`config.mk`:
```
export PLATFORM = sky130hd
export DESIGN_NAME = unidade_busca
export DESIGN_NICKNAME = d
export VERILOG_FILES = /design/src/rtl/unidade_busca.sv
export SDC_FILE = /design/constraint.sdc
export NUM_CORES = 1
export LEC_CHECK = 0
export CAP_MARGIN = 40
export CORE_UTILIZATION = 38
export CTS_CLUSTER_SIZE = 24
export DETAILED_ROUTE_END_ITERATION = 7
export GPL_ROUTABILITY_DRIVEN = 0
export GPL_TIMING_DRIVEN = 1
export PLACE_DENSITY = 0.8
export SLEW_MARGIN = 30
export SYNTH_ARGS = -nofsm -noshare
export SYNTH_HDL_FRONTEND = slang
export SYNTH_SLANG_ARGS = --single-unit
```
`constraint.sdc`:
```
create_clock -name clock -period 2.51 [get_ports clock]
set_input_delay 0.251 -clock clock [delete_from_list [all_inputs] [get_ports clock]]
set_output_delay 0.251 -clock clock [all_outputs]
set_load 0.005 [all_outputs]
```
`src/rtl/unidade_busca.sv`:
```
// Instruction fetch and sequencing unit: drives the instruction-memory read
// handshake, holds the instruction register and computes the next PC on retirement.
module unidade_busca #(
    parameter int LARG_PC    = 13,
    parameter int LARG_INSTR = 16
) (
    input  logic                  clock,
    input  logic                  reset,
    output logic [LARG_PC-1:0]    MemEnd,
    output logic                  MemReq,
    input  logic                  MemAck,
    input  logic [LARG_INSTR-1:0] MemDado,
    output logic [LARG_INSTR-1:0] Instrucao,
    output logic [2:0]            Opcode,
    output logic                  Valida,
    input  logic                  Concluido,
    input  logic                  Beqz,
    input  logic                  Ji,
    input  logic                  EscPC,
    input  logic                  Zero,
    output logic [LARG_PC-1:0]    PC,
    output logic                  Parado,
    output logic [15:0]           ContInstr
);

    typedef enum logic [1:0] {
        BUSCA  = 2'd0,
        EXEC   = 2'd1,
        PARADO = 2'd2
    } estado_t;

    estado_t               r_estado;
    logic [LARG_PC-1:0]    r_pc;
    logic [LARG_INSTR-1:0] r_instr;
    logic [15:0]           r_cont;

    logic [LARG_PC-1:0]    w_pc_mais1;
    logic [LARG_PC-1:0]    w_desvio;
    logic [LARG_PC-1:0]    w_alvo;
    logic [LARG_PC-1:0]    w_prox_pc;

    // Offset is sign-extended to PC width so the sum wraps modulo 2^LARG_PC.
    assign w_pc_mais1 = r_pc + LARG_PC'(1);
    assign w_desvio   = LARG_PC'($signed(r_instr[6:0]));
    assign w_alvo     = LARG_PC'(r_instr[12:0]);

    // Next-PC selection: jump beats a taken branch, otherwise sequential.
    always_comb begin
        w_prox_pc = w_pc_mais1;
        if (Ji) begin
            w_prox_pc = w_alvo;
        end else if (Beqz && Zero) begin
            w_prox_pc = w_pc_mais1 + w_desvio;
        end else begin
            w_prox_pc = w_pc_mais1;
        end
    end

    // Fetch/execute/halt sequencer with PC, instruction register and retire count.
    always_ff @(posedge clock or posedge reset) begin
        if (reset) begin
            r_estado <= BUSCA;
            r_pc     <= '0;
            r_instr  <= '0;
            r_cont   <= 16'd0;
        end else begin
            case (r_estado)
                BUSCA: begin
                    if (MemAck) begin
                        r_instr  <= MemDado;
                        r_estado <= EXEC;
                    end else begin
                        r_estado <= BUSCA;
                    end
                end
                EXEC: begin
                    if (Concluido) begin
                        r_cont <= r_cont + 16'd1;
                        if (!EscPC) begin
                            r_estado <= PARADO;
                        end else begin
                            r_pc     <= w_prox_pc;
                            r_estado <= BUSCA;
                        end
                    end else begin
                        r_estado <= EXEC;
                    end
                end
                PARADO: begin
                    r_estado <= PARADO;
                end
                default: begin
                    r_estado <= BUSCA;
                end
            endcase
        end
    end

    assign MemEnd    = r_pc;
    assign PC        = r_pc;
    assign Instrucao = r_instr;
    assign Opcode    = r_instr[15:13];
    assign ContInstr = r_cont;
    assign MemReq    = (r_estado == BUSCA);
    assign Valida    = (r_estado == EXEC);
    assign Parado    = (r_estado == PARADO);

endmodule

```
== Word level (Yosys, flattened, before mapping) ==
Cells that the tools add are included.

* Bits in registers: 47
* Bits of input ports: 24
* Output and inout bits: 64
* Word-level logic and storage cells: 20

* Add/sub/neg operators: 3
* Equality and inequality tests: 2
* Muxes and demuxes: 6
* Reduce and logical (&&, ||, !) cells: 5

{| class="wikitable"
|+ Operator list
! operator !! count
|-
| $mux 13 || 2
|-
| $add 16x1->16 const B || 1
|-
| $add 13x1->13 const B || 1
|-
| $add 13x13->13 || 1
|-
| $pmux 2 s3 || 1
|-
| $mux 2 || 2
|-
| $reduce_and 2->1 || 2
|-
| $reduce_and 3->1 || 1
|-
| $eq 2x1->1 const B || 1
|-
| $eq 2x2->1 const B || 1
|-
| $logic_not 2->1 || 1
|-
| $logic_and 1x1->1 || 1
|-
| $mux 1 || 1
|}

== Logic depth before layout (Yosys ltp) ==
* Word-level depth: 4
* Mapped depth: 13
* Gate-level depth less buffers: 13

== Worst setup path before layout ==
Ideal clock, no wire load.

* Path kind: reg-to-reg
* From: register r_pc[2], in the netlist MemEnd[2]
* To: register r_pc[12], in the netlist MemEnd[12]
* Library setup time: 0.067 ns
* Arrival: 2.557 ns
* Data required time: 2.443 ns
* Setup slack: -0.114 ns
* Cell stages (with the launch flop): 12
* Path buffers: 0
* Clock period less this slack: 2.624 ns
* Cells stage by stage: dfrtp_1 and4_1 nand4_1 nor2_1 xor2_1 ha_1 a21oi_1 o21ai_0 or3_1 a32o_1 o311a_1 nand3_2

* Cells in the longest elaborated chain, start to end: 4

{| class="wikitable"
|+ RTL lines
! item !! RTL line !! text
|-
| from (decl) || 33 || <nowiki>logic [LARG_PC-1:0] r_pc;</nowiki>
|-
| from (signal assigned) || 82 || <nowiki>r_pc <= w_prox_pc;</nowiki>
|-
| $add 13x1->13 * || 43 || <nowiki>assign w_pc_mais1 = r_pc + LARG_PC'(1);</nowiki>
|-
| $add 13x13->13 || 53 || <nowiki>w_prox_pc = w_pc_mais1 + w_desvio;</nowiki>
|-
| $mux 13 * || 52 || <nowiki>end else if (Beqz && Zero) begin</nowiki>
|-
| $mux 13 * || 50 || <nowiki>if (Ji) begin</nowiki>
|}

Mark *: on every way between the ends. The rest lies on a longest branch, timed or not.
A chain may end at the register's enable or synchronous reset.

== Worst setup path after layout ==
* From: register r_pc[0], in the netlist MemEnd[0]
* To: register r_pc[11], in the netlist MemEnd[11]

Same word-level chain as after synthesis.

==> metrics.txt <==
failing checks negative setup slack; Primary FF master, synth dfrtp_1; Post-synth EDFFs 0; Post-synth top cells 47 x dfrtp_1, 36 x nand2_1, 23 x nor2_1, 23 x xnor2_1, 18 x mux2_2; max-slew violations 0; Syn-to-layout area delta 52.2%; Final WS setup -0.236 ns; worst slew pin tran 0.443 ns; Final #Nets 493; fin crit period 2.75 ns; CP Launch Type register; die width 91.3 microns; power per cell area 1320 mW/mm^2; final setup vio count 5; hold_buf cts 0; wire per inst 15.7 microns; Arr. time, crit path 2.97 ns; antenna violations before repair 0; vias in the first global route 2993; Sink Count 47; Layout Skew 0.00628 ns; Initial Utilization 0.392; Synth Warn # 0; Critical R2R Capture MemEnd[11]; grt ovf 0; CTS Buf Count 5; FF-to-FF Start MemEnd[0]; reg2reg setup slack -0.24 ns; number of port buffers 87; global-route wire length before repair 14.2 mm; crit path max fanout 5; DRT antenna net count 0; Max-Cap Viols 0; DPL Wire Length 6.41 mm; Post-synth ARST share 1.00; placed cells 531; design area 0.00462 sq mm; Core ar. 0.00773 sq mm; chip height 91.3 microns; Syn Inst Count 316; H-tree levels 2; DRC violations left 0; RSZ-0062 raised after global routing true; VDD IR max 0.614 mV; n_diodes 0; Slew Limit Headroom 0.704; CTS tree yes; cell taking the most area after synthesis dfrtp_1; Crit path required time 2.74 ns; critical path type reg2reg; total number of vias 2928; Hold/Removal Path Class in2async; layout cells sized above 1 0.285; drt pass-1 iters 5; die area 0.00834 sq mm; Synth Area per Inst 9.59 sq um; dpl cell area 0.00429 sq mm; final WL 8.73 mm; Max clock buf depth 2; Synth top area share 0.388; Leak 0.00206 uW; Cell Rows 32; Post-Syn Area 0.00303 sq mm; sequential cell area fraction in the yosys report 0.388; Setup crit end kind register; DR vias/cell 5.28; status finished with violations; most numerous cell in the Yosys netlist dfrtp_1; 1st-iter DRT viols 196; period utilisation layout 1.09; Syn Nets 357; worst skew pair latency 0.30 ns; clk slew on worst S/H paths 0.09 ns; reg2reg path depth 10; flops & latches, synth 47; gr usage total 0.211; Synth cell types 49; Fill cells 625; Non-Filler Instances 555; Hold Vio Cnt, Final 0; Root Driver clkbuf_8; fmax 364 MHz; IO Pins 88; synth top area cells dfrtp_1 39%, mux2_2 6.7%, xnor2_1 6.6%, ha_1 6.6%, nand2_1 4.5%; largest net degree at the start of global routing 24
[layer usage]
metal	global-route usage	vias up	wire length, microns
li1	-	1379	-
met1	0.262	1413	3650
met2	0.366	115	4380
met3	0.0385	21	503
met4	0.0780	0	193
met5	0	-	0
[state kept, by name, indices dropped and copies added, names as in the netlist]
register / flops
Instrucao: 16
r_estado: 2
MemEnd: 13
ContInstr: 16
[critical path, cell delays in order (launching register included)]
cell and delay [ns]:
dfrtp_1 0.40, and4_1 0.22, nand4_1 0.25, nor2_1 0.22, xor2_1 0.10, ha_1 0.22
or4_1 0.49, o32ai_2 0.30, xnor2_1 0.19, o211ai_1 0.12, a21oi_1 0.16
[power breakdown]
part / switching [uW] / internal [uW]
registers: 347 / 1030
logic: 1730 / 2520
clock network: 260 / 195
[metrics by stage]
step	hold slack (ns)	setup slack [ns]	setup TNS (ns)	power, uW	util
2_1_floorplan	0.368	-0.0656	-0.0656	3360	-
3_3_place_gp	0.461	-0.165	-0.618	5030	0.555
3_5_place_dp	0.464	-0.223	-1.03	5160	0.555
4_1_cts	0.220	-0.145	-0.475	5890	0.587
5_1_grt	0.221	-0.435	-1.97	6550	0.597
6_report	0.209	-0.236	-0.923	6080	0.597
[layout by cell type (no fill, tap or decap), drive strengths merged, types with 11 or more instances in the layout]
| cell | n |
|---|---|
| a21oi | 13 |
| buf | 69 |
| clkdlybuf4s50 | 87 |
| dfrtp | 47 |
| ha | 16 |
| mux2 | 18 |
| nand2 | 37 |
| nand4 | 11 |
| nor2 | 23 |
| o21ai | 16 |
| xnor2 | 23 |
| xor2 | 11 |
[kinds of logic (layout without fill, tap and decap cells)]
kind of cell | count (synthesis) | in the layout | synth area share
buffers and inverters | 34 | 171 | 0.0660
and+or+nand+nor | 104 | 104 | 0.171
adders and majority gates | 17 | 17 | 0.0726
AOI/OAI and AO/OA | 61 | 61 | 0.134
DFF | 47 | 47 | 0.388
xor gates and xnor gates | 34 | 34 | 0.0982
muxes | 19 | 19 | 0.0702
[worst max-delay path by stage]
stage / start / to / slack, ns / cells after the start
after floorplan: MemEnd[3] / MemEnd[12] / -0.07 / 11
after global placement: MemEnd[3] / MemEnd[12] / -0.17 / 11
after detailed placement: MemEnd[3] / MemEnd[12] / -0.22 / 11
after CTS: MemEnd[0] / MemEnd[12] / -0.14 / 11
after global routing: MemEnd[3] / MemEnd[11] / -0.43 / 10
final: MemEnd[0] / MemEnd[11] / -0.24 / 10
[timing repair]
item	4_1_cts	5_1_grt
endpoints found under the setup margin	7	7
setup buffers	12	4
resized for setup	18	7
pin swaps	20	11
[area by class of cell]
type,count,area (sq um),share of cell area
flip-flops and latches,47,1180,0.255
clock buffers,6,72.6,0.0157
well taps,102,128,0.0276
clock inverters,2,12.5,0.00271
multi-input cells,235,1810,0.392
repair buffers,156,1390,0.301
inverters,7,26.3,0.00569
No activity file was read; power rests on OpenSTA's default activity.
